--- src/rtl/mux_nto1_rr_reg_if.sv ---
// mux_nto1_rr_reg_if: per-channel input handshakes and tagged output handshake
interface mux_nto1_rr_reg_if #(
  parameter int WIDTH    = 4,
  parameter int CHANNELS = 4
);
  localparam int SEL_W = $clog2(CHANNELS);
  logic [CHANNELS*WIDTH-1:0] in_data;
  logic [CHANNELS-1:0]       in_valid;
  logic [CHANNELS-1:0]       in_ready;
  logic                      mode_rr;
  logic [SEL_W-1:0]          sel;
  logic [WIDTH-1:0]          out;
  logic [SEL_W-1:0]          out_chan;
  logic                      out_valid;
  logic                      out_ready;
  modport master (
    output in_data, in_valid, mode_rr, sel, out_ready,
    input  in_ready, out, out_chan, out_valid
  );
  modport slave (
    input  in_data, in_valid, mode_rr, sel, out_ready,
    output in_ready, out, out_chan, out_valid
  );
endinterface

--- src/rtl/mux_nto1_rr_reg.sv ---
// mux_nto1_rr_reg: N:1 registered mux, fixed-select or round-robin, tagged with source channel
module mux_nto1_rr_reg #(
  parameter int WIDTH    = 4,
  parameter int CHANNELS = 4
) (
  input logic             clk,
  input logic             rst_n,
  mux_nto1_rr_reg_if.slave bus
);
  localparam int SEL_W = $clog2(CHANNELS);
  localparam int NP    = 1 << SEL_W;
  logic [NP-1:0]       w_vext;
  logic [NP*WIDTH-1:0] w_dext;
  logic [SEL_W-1:0]    w_rr_grant;
  logic                w_rr_ok;
  logic [SEL_W-1:0]    w_grant;
  logic                w_ok;
  logic                w_load_ok;
  logic                w_xfer;
  logic [SEL_W-1:0]    r_ptr;
  logic [WIDTH-1:0]    r_out;
  logic [SEL_W-1:0]    r_chan;
  logic                r_valid;
  // padding to a power of two makes sel >= CHANNELS see a zero valid bit
  assign w_vext    = NP'(bus.in_valid);
  assign w_dext    = (NP*WIDTH)'(bus.in_data);
  assign w_load_ok = !r_valid || bus.out_ready;
  always_comb begin
    w_rr_grant = '0;
    w_rr_ok    = 1'b0;
    for (int k = CHANNELS; k >= 1; k--)
      if (w_vext[SEL_W'((int'(r_ptr) + k) % CHANNELS)]) begin
        w_rr_grant = SEL_W'((int'(r_ptr) + k) % CHANNELS);
        w_rr_ok    = 1'b1;
      end
  end
  assign w_grant      = bus.mode_rr ? w_rr_grant : bus.sel;
  assign w_ok         = bus.mode_rr ? w_rr_ok : w_vext[bus.sel];
  assign w_xfer       = w_ok && w_load_ok;
  assign bus.in_ready = (w_xfer && rst_n) ? CHANNELS'(1) << w_grant : '0;
  always_ff @(posedge clk or negedge rst_n)
    if (!rst_n) begin
      r_out   <= '0;
      r_chan  <= '0;
      r_valid <= 1'b0;
      r_ptr   <= SEL_W'(CHANNELS - 1);
    end else if (w_xfer) begin
      r_out   <= w_dext[w_grant*WIDTH +: WIDTH];
      r_chan  <= w_grant;
      r_valid <= 1'b1;
      if (bus.mode_rr) r_ptr <= w_grant;
    end else if (bus.out_ready) begin
      r_valid <= 1'b0;
    end
  assign bus.out       = r_out;
  assign bus.out_chan  = r_chan;
  assign bus.out_valid = r_valid;
endmodule
--- src/flat_wrapper.sv ---
// flat-port wrapper written by rule: the top's interface ports become plain ports
module mux_nto1_rr_reg_flat 
#(
  parameter int WIDTH    = 4,
  parameter int CHANNELS = 4
)
  (clk, rst_n, bus_in_data, bus_in_valid, bus_mode_rr, bus_sel, bus_out_ready, bus_in_ready, bus_out, bus_out_chan, bus_out_valid);
  mux_nto1_rr_reg_if #(.WIDTH(WIDTH), .CHANNELS(CHANNELS)) bus_i ();
  input logic clk;
  input logic rst_n;
  input wire logic [$bits(bus_i.in_data)-1:0] bus_in_data;
  input wire logic [$bits(bus_i.in_valid)-1:0] bus_in_valid;
  input wire logic [$bits(bus_i.mode_rr)-1:0] bus_mode_rr;
  input wire logic [$bits(bus_i.sel)-1:0] bus_sel;
  input wire logic [$bits(bus_i.out_ready)-1:0] bus_out_ready;
  output wire logic [$bits(bus_i.in_ready)-1:0] bus_in_ready;
  output wire logic [$bits(bus_i.out)-1:0] bus_out;
  output wire logic [$bits(bus_i.out_chan)-1:0] bus_out_chan;
  output wire logic [$bits(bus_i.out_valid)-1:0] bus_out_valid;
  assign bus_i.in_data = bus_in_data;
  assign bus_i.in_valid = bus_in_valid;
  assign bus_i.mode_rr = bus_mode_rr;
  assign bus_i.sel = bus_sel;
  assign bus_i.out_ready = bus_out_ready;
  assign bus_in_ready = bus_i.in_ready;
  assign bus_out = bus_i.out;
  assign bus_out_chan = bus_i.out_chan;
  assign bus_out_valid = bus_i.out_valid;
  mux_nto1_rr_reg #(.WIDTH(WIDTH), .CHANNELS(CHANNELS)) u_core (.clk(clk), .rst_n(rst_n), .bus(bus_i));
endmodule
--- config.mk ---
export PLATFORM = sky130hd
export DESIGN_NAME = mux_nto1_rr_reg_flat
export DESIGN_NICKNAME = d
export VERILOG_FILES = /design/src/rtl/mux_nto1_rr_reg_if.sv /design/src/rtl/mux_nto1_rr_reg.sv /design/src/flat_wrapper.sv
export SDC_FILE = /design/constraint.sdc
export NUM_CORES = 1
export LEC_CHECK = 0
export ABC_AREA = 1
export CORE_ASPECT_RATIO = 0.9
export CORE_MARGIN = 5
export CORE_UTILIZATION = 30
export DETAILED_ROUTE_END_ITERATION = 8
export PLACE_DENSITY = 0.7
export SYNTH_ARGS = -nofsm -noshare
export SYNTH_HDL_FRONTEND = slang
export SYNTH_SLANG_ARGS = --single-unit
export TNS_END_PERCENT = 20
--- constraint.sdc ---
create_clock -name clk -period 2.17 [get_ports clk]
set_input_delay 0.434 -clock clk [delete_from_list [all_inputs] [get_ports clk]]
set_output_delay 0.434 -clock clk [all_outputs]
set_load 0.005 [all_outputs]
# After elaboration in Yosys (flattened, before gate mapping)

Index checks and enable logic that the tools add are counted.

Input port bits: 26
Register bits after elaboration: 9
Word-level logic and storage cells: 48
Output and inout port bits: 11

$lt $le $gt $ge: 5
Reductions and logical operators: 6
Multiplexer cells: 27
Shift-type cells: 2
Add/subtract/negate cells: 4

Operators with widths:

| kind                  | count |
|---|---|
| $lt A2 B4 Y1 const B  | 4 |
| $mux W1               | 16 |
| $shiftx A16 B5 Y4     | 1 |
| $bmux W1 S2           | 5 |
| $mux W2               | 5 |
| $add A2 B1 Y2 const B | 2 |
| $add A2 B2 Y2 const B | 2 |
| $mux W4               | 1 |
| $shl A1 B2 Y4 const A | 1 |
| $lt A2 B3 Y1 const B  | 1 |
| $logic_and A1 B1 Y1   | 2 |
| $reduce_and A2 Y1     | 1 |
| $reduce_bool A2 Y1    | 1 |
| $logic_not A1 Y1      | 1 |
| $logic_or A1 B1 Y1    | 1 |

# Logic depth before layout (Yosys ltp)

Word-level depth: 12
Gate-level depth with buffers: 17

# Least setup slack after synthesis

OpenSTA, ideal clock, no wires.

Path type: reg-to-output
From: register u_core.r_ptr[0]
To: output port bus_in_ready[3]
Required time: 1.736 ns
Arrival: 1.641 ns
Setup slack: 0.095 ns
Cell stages (with the launch flop): 12
Path through: dfstp_2 -> buf_6 -> inv_8 -> nand2_4 -> nand2_2 -> and2_4 -> nor2_2 -> nand3_2 -> nand3_4 -> nand2_4 -> buf_6 -> nor3_1

Cells in the longest elaborated chain, start to end: 12

RTL lines:

| item                                        | line                                         | source |
|---|---|---|
| start: declaration                          | mux_nto1_rr_reg.sv:20                        | `logic [SEL_W-1:0] r_ptr;` |
| start signal: assignment                    | mux_nto1_rr_reg.sv:46                        | `r_ptr <= SEL_W'(CHANNELS - 1);` |
| start signal: assignment                    | mux_nto1_rr_reg.sv:51                        | `if (bus.mode_rr) r_ptr <= w_grant;` |
| $add A2 B1 Y2                               | mux_nto1_rr_reg.sv:32, mux_nto1_rr_reg.sv:33 |  |
| $bmux W1 S2                                 | mux_nto1_rr_reg.sv:32                        | `if (w_vext[SEL_W'((int'(r_ptr) + k) % CHANNELS)]) begin` |
| $mux W1 (implied by the code) (2 in series) | mux_nto1_rr_reg.sv:32                        |  |
| $mux W1 (4 in series)                       | mux_nto1_rr_reg.sv:32                        |  |
| $mux W1                                     | mux_nto1_rr_reg.sv:38                        | `assign w_ok = bus.mode_rr ? w_rr_ok : w_vext[bus.sel];` |
| $logic_and A1 B1 Y1                         | mux_nto1_rr_reg.sv:39                        | `assign w_xfer = w_ok && w_load_ok;` |
| $logic_and A1 B1 Y1                         | mux_nto1_rr_reg.sv:40                        | `assign bus.in_ready = (w_xfer && rst_n) ? CHANNELS'(1) << w_grant : '0;` |
| $mux W4 (*)                                 | mux_nto1_rr_reg.sv:40                        |  |
| end: declaration                            | flat_wrapper.sv:16                           | `output wire logic [$bits(bus_i.in_ready)-1:0] bus_in_ready;` |

Mark *: on every way between the ends. The rest lies on a longest branch, timed or not. The select of a mux whose other input is x is not followed.

# Worst setup path in the final report

From: register u_core.r_ptr[0]
To: output port bus_in_ready[1]

The elaborated chain is that of the path after synthesis.

==> results_dict.tcl <==
set metrics [dict create \
    ctsLongestPathBuffers 2 \
    portBuffers 36 \
    utilization_pct 53.98 \
    cp_max_fo 8 \
    crit_arrival_ps 2030 \
    final_common_cell "nand2_1" \
    pwr-share-seq_pct 19.4 \
    layout_common_cells "nand2_1 (40), clkdlybuf4s50_1 (31), inv_1 (26), buf_4 (26), nand2_2 (21)" \
    nets 242 \
    worst_slack_ps -294.6 \
    max_cap_violations 0 \
    syn_nets 177 \
    p_int_uw 937.4 \
    drt_wl_total_mm 2.694 \
    grt_max_degree 11 \
    drive_gt1_share_pct 36.74 \
    syn_inst 151 \
    pwr-share-clk_pct 7.5 \
    slew_headroom_pct 81.19 \
    num_vias 1101 \
    rows 19 \
    p_comb_share_pct 73.1 \
    dp_hpwl_mm 2.069 \
    critPathMostFrequentCell "nand2_2" \
    fp.coreArea_mm2 0.002972 \
    pin_count 37 \
    hold_violations 0 \
    yosys_warnings 0 \
    setup_viol 4 \
    ant_nets 0 \
    insertion_delay_ps 270 \
    holdWs_ps 491.9 \
    leakage_nw 0.8545 \
    cp-start-kind "flip-flop" \
    max_stage_delay_ps 690 \
    viasPerCell 4.284 \
    rsz0062_at_grt "yes" \
    antenna_found_initial 0 \
    cts_buffers 3 \
    initial_core_util_pct 30.48 \
    avgSynthCellArea_um2 5.999 \
    fin_skew_ps 6.348 \
    endpoint_kind "primary output" \
    critPathKind "reg2out" \
    tightest_slew_ps 281.2 \
    finalCritPeriodShare_pct 113.6 \
    clock-sinks 9 \
    grt.total_usage_pct 13.49 \
    dieArea_mm2 0.004220 \
    irDropWorstVdd_mv 0.3790 \
    crit_required_ps 1740 \
    crit_slowest_cell "dfstp_2" \
    detail_route.wl_per_cell_um 10.48 \
    first_pass_iters 5 \
    hp-class "reg2reg" \
    p_switching_uw 817.8 \
    drc 0 \
    max_freq_mhz 405.7 \
    path_cells "nand2_1 -> nand2_4 -> nand2_2 -> nand2_1 -> inv_2 -> nand2_2 -> nand2_2 -> nand3_4 -> nand2_4 -> nor3_4 -> buf_2" \
    grt_pass1_wl_mm 4.581 \
    slew_viol_final 0 \
    switching_share_pct 46.59 \
    cts_tree "yes" \
    die_w_um 67.92 \
    htreeDepth 1 \
    power.density_mw_per_mm2 1094 \
    drt_iter0_markers 65 \
    synthDistinctLibCells 23 \
    status "complete, but fails checks" \
    place.gp.congestion 0.8352 \
    filler_cell_count 276 \
    ys_seq_area_share_pct 25.14 \
    die_y_um 62.13 \
    cts.clk_slew.worst_paths_ps 70 \
    syn_area_um2 905.9 \
    root_buffer "clkbuf_4" \
    grt_pass1_vias 1078 \
    gr-total-overflow 0 \
    synth_seq_cells 9 \
    antenna_cells 0 \
    period_needed_ps 2465 \
    synthToLayoutAreaGrowth_pct 77.07 \
    violations "setup timing" \
]
==> synth_stat cells (all sizes together) <==
cell type,number,area share (%)
a21oi,3,1.7
inv,29,13
o211ai,1,0.83
buf,3,3.0
nor2,10,4.4
or2,1,0.69
and2,1,0.97
dfstp,2,5.8
o2111ai,1,0.97
o21ai,5,3.2
nand2,65,32
nor3,2,1.1
nand3,21,14
dfrtp,7,19
==> power groups by stage <==
| stage | registers, mW | clock network, mW | logic, mW |
|---|---|---|---|
| floorplan | 0.307 | 0 | 0.688 |
| global placement | 0.334 | 0 | 1.08 |
| detailed placement | 0.337 | 0 | 1.09 |
| CTS | 0.336 | 0.137 | 1.21 |
| global route | 0.353 | 0.144 | 1.42 |
| finish | 0.341 | 0.132 | 1.28 |
==> kinds of logic after synthesis <==
logic type / share of synthesized area, %
flip-flops: 25.14
AND/OR/NAND/NOR: 52.35
AO/OA/AOI/OAI: 6.630
buffers and inverters: 15.88
==> critical path, delay by kind of cell (launching register included) <==
family,cells,cell delay (ps)
and+or+nand+nor,9,880
DFF,1,690
buffers and inverters,2,200
==> sequential cells by signal, indices dropped and copies added (netlist names) <==
name,count
u_core.r_ptr,2
u_core.bus.out_chan,2
u_core.bus.out,4
u_core.bus.out_valid,1
==> final timing paths <==
check	depth (start not counted)	slack, ps	from	to
max	11	-290	u_core.r_ptr[0]	bus_in_ready[1]
min	2	490	u_core.bus.out[3]	u_core.bus.out[3]
max reg2reg	15	0	u_core.r_ptr[0]	u_core.r_ptr[0]
min reg2reg	2	490	u_core.bus.out[3]	u_core.bus.out[3]
max in group asynchronous	2	1300	rst_n	u_core.r_ptr[1]
min in group asynchronous	2	670	rst_n	u_core.bus.out[0]
==> per-layer routing <==
layer	wire length (µm)	global-route usage (%)
met1	1215	18.55
met2	1334	22.02
met3	131	1.982
met4	12	2.730
met5	0	0
==> area by class of cell <==
class	count	area (µm²)	share of cell area [%]
inverter	29	118.9	7.410
tap	42	52.55	3.276
multi-input combinational	110	631.9	39.39
timing repair buffer	63	545.5	34.01
clock buffer	3	22.52	1.404
sequential	9	227.7	14.20
clock inverter	1	5.005	0.3120
==> stage by stage <==
| step | total power, mW | setup WS, ps | TNS [ps] | std cells | cell area, µm² |
|---|---|---|---|---|---|
| after floorplan | 0.9956 | 94.95 | 0 | 151 | 905.9 |
| after global placement | 1.410 | -646.9 | -2794 | 247 | 1449 |
| after detailed placement | 1.425 | -659.8 | -2964 | 247 | 1449 |
| after CTS | 1.681 | -247.3 | -974.6 | 256 | 1545 |
| after global routing | 1.915 | -397.4 | -1882 | 257 | 1604 |
| final | 1.755 | -294.6 | -1111 | 257 | 1604 |
==> what timing repair did <==
| item | CTS | global route |
|---|---|---|
| resized for setup | 32 | 14 |
| setup endpoints to repair | 4 | 9 |
| hold buffers | 0 | 0 |
| pin swaps | 12 | 6 |
| buffers inserted | 5 | 1 |
(Power assumes the default switching activity.)
